==> src/rtl/dac_pattern_sequencer_pkg.sv <==
// Shared constants for the DAC pattern sequencer:
// FSM encodings and DAC level widths.
package dac_pattern_sequencer_pkg;

  localparam int DAC_BITS = 2;
  localparam int RGB_W    = 3 * DAC_BITS;

  localparam logic [0:0] ST_IDLE = 1'b0;
  localparam logic [0:0] ST_RUN  = 1'b1;

endpackage

==> src/rtl/dac_step_table.sv <==
// Step table: STEPS entries of {rgb, dwell, last},
// one write port, one combinational read port.
module dac_step_table
  import dac_pattern_sequencer_pkg::*;
#(
  parameter int STEPS   = 8,
  parameter int DWELL_W = 16
) (
  input  logic                     clk,
  input  logic                     rst_n,
  input  logic                     we,
  input  logic [$clog2(STEPS)-1:0] waddr,
  input  logic [RGB_W-1:0]         wrgb,
  input  logic [DWELL_W-1:0]       wdwell,
  input  logic                     wlast,
  input  logic [$clog2(STEPS)-1:0] raddr,
  output logic [RGB_W-1:0]         rrgb,
  output logic [DWELL_W-1:0]       rdwell,
  output logic                     rlast
);

  logic [RGB_W-1:0]   rgb_mem   [STEPS];
  logic [DWELL_W-1:0] dwell_mem [STEPS];
  logic               last_mem  [STEPS];

  always_ff @(posedge clk or negedge rst_n) begin
    if (!rst_n) begin
      for (int i = 0; i < STEPS; i++) begin
        rgb_mem[i]   <= '0;
        dwell_mem[i] <= '0;
        last_mem[i]  <= 1'b0;
      end
    end else if (we) begin
      rgb_mem[waddr]   <= wrgb;
      dwell_mem[waddr] <= wdwell;
      last_mem[waddr]  <= wlast;
    end
  end

  assign rrgb   = rgb_mem[raddr];
  assign rdwell = dwell_mem[raddr];
  assign rlast  = last_mem[raddr];

endmodule

==> src/rtl/dac_pattern_sequencer.sv <==
// Drives the r/g/b resistor DAC through a programmable
// table of levels with per-step dwell, one-shot or looping.
module dac_pattern_sequencer
  import dac_pattern_sequencer_pkg::*;
#(
  parameter int STEPS   = 8,
  parameter int DWELL_W = 16
) (
  input  logic                     clk,
  input  logic                     rst_n,
  input  logic                     cfg_we,
  input  logic [$clog2(STEPS)-1:0] cfg_addr,
  input  logic [RGB_W-1:0]         cfg_rgb,
  input  logic [DWELL_W-1:0]       cfg_dwell,
  input  logic                     cfg_last,
  input  logic                     start,
  input  logic                     stop,
  input  logic                     loop,
  output logic                     busy,
  output logic                     done,
  output logic [$clog2(STEPS)-1:0] step_idx,
  output logic [DAC_BITS-1:0]      r,
  output logic [DAC_BITS-1:0]      g,
  output logic [DAC_BITS-1:0]      b
);

  localparam int AW = $clog2(STEPS);
  localparam logic [AW-1:0] LAST_IDX = AW'(STEPS - 1);

  logic [0:0]         state;
  logic [DWELL_W-1:0] cnt;
  logic [RGB_W-1:0]   rgb_q;
  logic               loop_q;
  logic               cur_last;

  logic [AW-1:0]      rd_addr;
  logic [RGB_W-1:0]   rd_rgb;
  logic [DWELL_W-1:0] rd_dwell;
  logic               rd_last;
  logic               at_end;

  dac_step_table #(
    .STEPS   (STEPS),
    .DWELL_W (DWELL_W)
  ) u_table (
    .clk    (clk),
    .rst_n  (rst_n),
    .we     (cfg_we && !busy),
    .waddr  (cfg_addr),
    .wrgb   (cfg_rgb),
    .wdwell (cfg_dwell),
    .wlast  (cfg_last),
    .raddr  (rd_addr),
    .rrgb   (rd_rgb),
    .rdwell (rd_dwell),
    .rlast  (rd_last)
  );

  // Last flag of the current entry is held locally so the
  // single read port can always look up the next entry.
  assign at_end = cur_last || (step_idx == LAST_IDX);

  always_comb begin
    rd_addr = '0;
    if (state == ST_RUN && !at_end)
      rd_addr = step_idx + 1'b1;
  end

  always_ff @(posedge clk or negedge rst_n) begin
    if (!rst_n) begin
      state    <= ST_IDLE;
      busy     <= 1'b0;
      done     <= 1'b0;
      step_idx <= '0;
      cnt      <= '0;
      rgb_q    <= '0;
      loop_q   <= 1'b0;
      cur_last <= 1'b0;
    end else begin
      done <= 1'b0;
      unique case (1'b1)
        (state == ST_IDLE): begin
          if (start && !stop) begin
            state    <= ST_RUN;
            busy     <= 1'b1;
            step_idx <= '0;
            cnt      <= rd_dwell;
            rgb_q    <= rd_rgb;
            cur_last <= rd_last;
            loop_q   <= loop;
          end
        end
        (state == ST_RUN): begin
          if (stop) begin
            state    <= ST_IDLE;
            busy     <= 1'b0;
            step_idx <= '0;
            rgb_q    <= '0;
          end else if (cnt != '0) begin
            cnt <= cnt - 1'b1;
          end else if (!at_end || loop_q) begin
            step_idx <= rd_addr;
            cnt      <= rd_dwell;
            rgb_q    <= rd_rgb;
            cur_last <= rd_last;
          end else begin
            state    <= ST_IDLE;
            busy     <= 1'b0;
            step_idx <= '0;
            rgb_q    <= '0;
            done     <= 1'b1;
          end
        end
        default: state <= ST_IDLE;
      endcase
    end
  end

  assign r = rgb_q[2*DAC_BITS +: DAC_BITS];
  assign g = rgb_q[DAC_BITS +: DAC_BITS];
  assign b = rgb_q[0 +: DAC_BITS];

endmodule

==> config.mk <==
export PLATFORM = sky130hd
export DESIGN_NAME = dac_pattern_sequencer
export DESIGN_NICKNAME = d
export VERILOG_FILES = /design/src/rtl/dac_pattern_sequencer_pkg.sv /design/src/rtl/dac_step_table.sv /design/src/rtl/dac_pattern_sequencer.sv
export SDC_FILE = /design/constraint.sdc
export NUM_CORES = 1
export LEC_CHECK = 0
export CORE_ASPECT_RATIO = 0.8
export CORE_UTILIZATION = 46
export DETAILED_ROUTE_END_ITERATION = 10
export SLEW_MARGIN = 20
export SYNTH_ARGS = -nofsm -noshare
export SYNTH_HDL_FRONTEND = slang
export SYNTH_SLANG_ARGS = --single-unit
==> constraint.sdc <==
create_clock -name clk -period 7.2 [get_ports clk]
set_input_delay 1.08 -clock clk [delete_from_list [all_inputs] [get_ports clk]]
set_output_delay 1.08 -clock clk [all_outputs]
set_load 0.005 [all_outputs]
==> results.toml, run 1 <==
[floorplan]
die_x_um = 168
fp.dieH_um = 135
io_pins = 43
dieArea_um2 = 22800
start_util = 0.471
core_um2 = 21600
core.rowCount = 48

[detailed_routing]
viasPerCell = 6.15
met3_length_mm = 1.34
final_antenna_net_count = 0
met2_length_mm = 11.0
drc_errors = 0
drt_iter0_markers = 437
routed_wl_mm = 25.7
wl_per_cell_um = 22.6
vias = 6991
wl_met1_mm = 12.9
dr.pass1.iters = 5
routed.top_layer = "met4"

[yosys]
synth_nets = 859
synth_cells = 823
synth_seq_cells = 214
postSynth.asyncResetShare = 1.00
synth_top_area_frac = 0.525
synth_area_um2 = 10200
syn-mean-instance-area_um2 = 12.4
synth.area.top_cells = "dfrtp_1 (53%), mux2_2 (21%), mux2i_1 (3.4%), nand2_1 (2.4%), clkbuf_1 (1.6%)"
synth_warnings = 0
synth_top_area_cell = "dfrtp_1"
ys_seq_area_frac = 0.525
synth_edf_count = 0
synth_ff_type = "dfrtp_1"
netlist-cell-type-count = 66

[global_route]
grt_max_degree = 101
grt_pass1_wl_mm = 41.3
antenna_found_initial = 0
grt_pass1_vias = 7130
grt_use_total = 0.236
overflow = 0

[power_and_ir_drop]
peakVddDrop_mv = 0.190
p_leak_uw = 0.00488
power.density_nw_per_um2 = 330

[worst_setup_path]
path_max_fanout = 40
critical_path_class = "register to primary output"
required_ns = 6.12
start_kind = "register"
worstPathArrival_ns = 2.09
end_kind = "primary output"

[sta]
max_freq_mhz = 316
max_slew_margin = 0.276
hold_viol_final = 0
setup_viol = 0
drv_slew = 0
worstMarginPinSlew_ns = 1.08
finalClockSkew_ns = 0.0113
rsz0062_at_grt = "false"
min_period_ns = 3.17
fin_crit_sh = 0.440
tns_ns = 0

[cells_and_area]
fin_nets = 883
mostFrequentLayoutCells = "dfrtp_1 (213), mux2_2 (192), nand2_1 (66)"
design_area_um2 = 11600
final_common_cell = "dfrtp_1"
fill_cells = 1858
syn_to_final_growth_pct = 13.7
diodes = 0
drive_gt1_frac = 0.316

[run]
max-cap-violations = 0

[clock_tree]
postCtsSetupRepairBufs = 0
clk_latency_ns = 0.52
cts_resized = 0
cts.sinks = 214
cts_tree = "built"
numCtsBuffers = 23
htreeDepth = 1
root_buffer = "clkbuf_16"
cts_buffer_depth = 3
path_clk_slew_ns = 0.06
cts_hold_buf = 0

[run_status]
outcome = "complete, no violations"

[placement]
place_congestion = 0.953
placed_cell_area_um2 = 10900
port_buffers = 42
dp_hpwl_mm = 16.0

[worst_hold_path]
hold_class = "register to register"
[report_power, final]
part           internal [uW]  leakage (uW)  switching, uW
combinational            483       0.00185            403
sequential              1580       0.00267            240
clock                    640      0.000354            480
[cells by family (layout without fill, tap and decap cells)]
group	after synthesis	in the layout	synth area share
compound gates	146	146	0.104
fa+ha+maj	4	4	0.00491
buf+inv	66	104	0.0275
flops	214	214	0.525
mux	231	231	0.255
simple gates	162	162	0.0827
[metal layers]
| layer | up-vias | track usage |
|---|---|---|
| met5 | - | 0 |
| met2 | 166 | 0.343 |
| met1 | 3682 | 0.362 |
| met3 | 34 | 0.0435 |
| met4 | 0 | 0.0556 |
| li1 | 3109 | - |
[Yosys cell counts (3+ instances only)]
| cell type | number |
|---|---|
| a211oi_1 | 5 |
| a21oi_1 | 29 |
| a221oi_1 | 15 |
| a22oi_1 | 7 |
| a2bb2oi_1 | 5 |
| a31oi_1 | 5 |
| a32o_1 | 7 |
| a32oi_1 | 7 |
| and3_1 | 3 |
| buf_1 | 7 |
| buf_2 | 8 |
| buf_6 | 3 |
| clkbuf_1 | 43 |
| dfrtp_1 | 214 |
| ha_1 | 4 |
| inv_1 | 4 |
| mux2_2 | 192 |
| mux2i_1 | 35 |
| mux4_2 | 4 |
| nand2_1 | 66 |
| nand2b_1 | 4 |
| nand3_1 | 19 |
| nand3b_1 | 5 |
| nor2_1 | 23 |
| nor3_1 | 3 |
| nor3b_1 | 3 |
| nor4_1 | 9 |
| o211ai_1 | 6 |
| o21ai_0 | 20 |
| o21ai_1 | 7 |
| o221ai_1 | 4 |
| o22ai_1 | 5 |
| or3_1 | 5 |
| or4_1 | 4 |
[state kept, by name, summed over array words and instances, names as in the netlist]
| name | cells |
|---|---|
| loop_q | 1 |
| step_idx | 3 |
| cnt | 16 |
| cur_last | 1 |
| u_table.dwell_mem | 128 |
| rgb_q | 6 |
| u_table.rgb_mem | 48 |
| u_table.last_mem | 8 |
| busy | 1 |
| done | 1 |
| state | 1 |
[critical path, cell delays in order, from the launching register on]
cell             delay (ns)
dfrtp_2                0.37
buf_4                  0.55
clkdlybuf4s50_1        0.64
[final cells by class]
type                    count  area (um^2)  area share
clock buffers              32          659      0.0569
clock inverters             7         52.6     0.00453
inverters                   5         18.8     0.00162
multi-input cells         543         4600       0.397
flip-flops and latches    214         5360       0.462
well taps                 275          344      0.0297
repair buffers             60          559      0.0483
[through the flow]
| stage | hold slack, ns | worst slack (ns) | power (uW) | utilization | instances |
|---|---|---|---|---|---|
| floorplan | 0.471 | 4.60 | 2440 | - | 823 |
| global placement | 0.482 | 3.74 | 2670 | 0.503 | 1097 |
| detailed placement | 0.480 | 3.66 | 2720 | 0.503 | 1097 |
| CTS | 0.493 | 3.99 | 3860 | 0.536 | 1136 |
| global route | 0.512 | 3.88 | 4040 | 0.536 | 1136 |
| finish | 0.486 | 4.03 | 3830 | 0.536 | 1136 |
[worst paths after layout]
kind | startpoint | slack [ns] | cells past startpoint | end
max in group asynchronous | rst_n | 5.26 | 2 | step_idx[0]
min | rgb_q[2] | 0.49 | 1 | rgb_q[2]
min reg2reg | rgb_q[2] | 0.49 | 1 | rgb_q[2]
max reg2reg | step_idx[0] | 4.08 | 7 | rgb_q[2]
min in group asynchronous | rst_n | 0.62 | 1 | u_table.dwell_mem[121]
max | step_idx[0] | 4.03 | 2 | step_idx[0]
Note: power is estimated with default switching activity, not from simulation.
==> run 2, diff against run 1 <==
==> constraint.sdc (replaced) <==
create_clock -name clk -period 3.25 [get_ports clk]
set_input_delay 0.4875 -clock clk [delete_from_list [all_inputs] [get_ports clk]]
set_output_delay 0.4875 -clock clk [all_outputs]
set_load 0.005 [all_outputs]
==> run 2 against run 1 <==
Effect of this change: the run now ends with negative hold slack left; worst hold slack got worse by 0.50 ns; largest cell class unchanged; cell count rose by 1.8%; clock power rose by 130%; wire length rose by 0.84%; register-to-register slack got worse by 3.5 ns; cell area rose by 1.7%; combinational power rose by 130%; critical endpoint is now rgb_q[2]; global-route usage rose by 0.12 points; largest power group unchanged; clock skew rose by 0.0068 ns.
==> results.toml, run 2 (synthesis results as in run 1) <==
[clock_tree]
numCtsBuffers = 23
path_clk_slew_ns = 0.06
postCtsSetupRepairBufs = 0
cts.sinks = 214
root_buffer = "clkbuf_16"
cts_hold_buf = 0
clk_latency_ns = 0.51
cts_buffer_depth = 3
cts_resized = 0
cts_tree = "built"
htreeDepth = 1

[power_and_ir_drop]
peakVddDrop_mv = 0.331
seqPwrFrac = 0.468
power_uw = 8630
clock_power_share = 0.299
power.density_nw_per_um2 = 732
p_sw_frac = 0.288
p_int_uw = 6140
p_leak_uw = 0.00499
p_comb_frac = 0.233
p_sw_uw = 2490

[global_route]
grt_pass1_vias = 7264
grt_use_total = 0.237
overflow = 0
grt_max_degree = 83
antenna_found_initial = 0
grt_pass1_wl_mm = 41.5

[cells_and_area]
largest-register = "u_table.dwell_mem"
diodes = 0
reg_top3 = "u_table.dwell_mem x128, u_table.rgb_mem x48, cnt x16"
mostFrequentLayoutCells = "dfrtp_1 (213), mux2_2 (192), nand2_1 (66)"
final_common_cell = "dfrtp_1"
largest_reg_flops = 128
fin_util = 0.545
syn_to_final_growth_pct = 15.7
design_area_um2 = 11800
drive_gt1_frac = 0.328
fin_nets = 901

[worst_setup_path]
worstPathArrival_ns = 3.05
end_kind = "register"
critical_path_class = "register to register"
path_common_cell = "ha_1"
required_ns = 3.65
crit_path_max_incr_delay_ns = 0.55
cpMaxStageDelayCell = "or4b_1"
start_kind = "register"
crit_family = "simple AND/OR/NAND/NOR gates"
path_max_fanout = 27
worstPathCellList = "ha_1 > ha_1 > or4b_1 > buf_4 > nor2_1 > a32oi_1 > a32o_1"
path_buf_inv = 1

[sta]
rsz0062_at_grt = "false"
drv_slew = 0
min_period_ns = 2.65
max_freq_mhz = 377
fin_ws_ns = 0.597
worstMarginPinSlew_ns = 0.697
max_slew_margin = 0.536
fin_crit_sh = 0.816
holdWs_ns = -0.0143
finalClockSkew_ns = 0.0181
setup_viol = 0
tns_ns = 0
hold_viol_final = 3

[placement]
dp_hpwl_mm = 16.9
place_congestion = 0.882
dpl_worst_slack_ns = 0.606
port_buffers = 42
placed_cell_area_um2 = 11000

[floorplan]
core_um2 = 21600
die_x_um = 168
dieArea_um2 = 22800
core.rowCount = 48
start_util = 0.471
io_pins = 43
fp.dieH_um = 135

[run_status]
outcome = "finished, violations left"
violations = "negative hold slack"

[detailed_routing]
viasPerCell = 6.07
routed_wl_mm = 25.9
vias = 7027
dr.pass1.iters = 5
final_antenna_net_count = 0
drt_iter0_markers = 492
wl_per_cell_um = 22.4
drc_errors = 0

[worst_hold_path]
hold_class = "input pin to asynchronous set/reset pin"

[run]
max-cap-violations = 0
==> run 2: metal layers <==
metal  up-vias  share of wire  track usage
li1       3159              -            -
met1      3676           0.51        0.367
met2       153           0.42        0.347
met3        39          0.044       0.0368
met4         0          0.017       0.0525
met5         -              0            0
==> run 2: power groups by stage <==
stage          combinational [uW]  clock (uW)  sequential (uW)
2_1_floorplan                1530           0             3880
3_3_place_gp                 1950           0             4020
3_5_place_dp                 2010           0             4070
4_1_cts                      2020        2640             4020
5_1_grt                      2210        2760             4150
6_report                     2010        2580             4040
==> run 2: metrics by stage <==
step           std cells  hold WS, ns
6_report            1157      -0.0143
3_3_place_gp        1115        0.481
2_1_floorplan        823        0.192
3_5_place_dp        1115        0.491
4_1_cts             1157       0.0148
5_1_grt             1157       0.0184
==> run 2: path summary, 6_finish.rpt <==
check	cells after the start	from	to	slack (ns)
min in group clk	1	rgb_q[3]	rgb_q[3]	0.50
worst min register to register	1	rgb_q[3]	rgb_q[3]	0.50
worst max register to register	7	step_idx[0]	rgb_q[2]	0.60
worst max-delay path	7	step_idx[0]	rgb_q[2]	0.60
worst min-delay path	1	rst_n	u_table.dwell_mem[73]	-0.01
max in group asynchronous	2	rst_n	u_table.dwell_mem[124]	2.37
==> run 2: layout make-up <==
cell class	instances	area [um^2]
Inverter	5	18.8
Fill cell	1807	9830
Timing Repair Buffer	78	719
Sequential cell	214	5360
Clock buffer	38	702
Tap cell	275	344
Multi-Input combinational cell	543	4600
Clock inverter	4	52.6
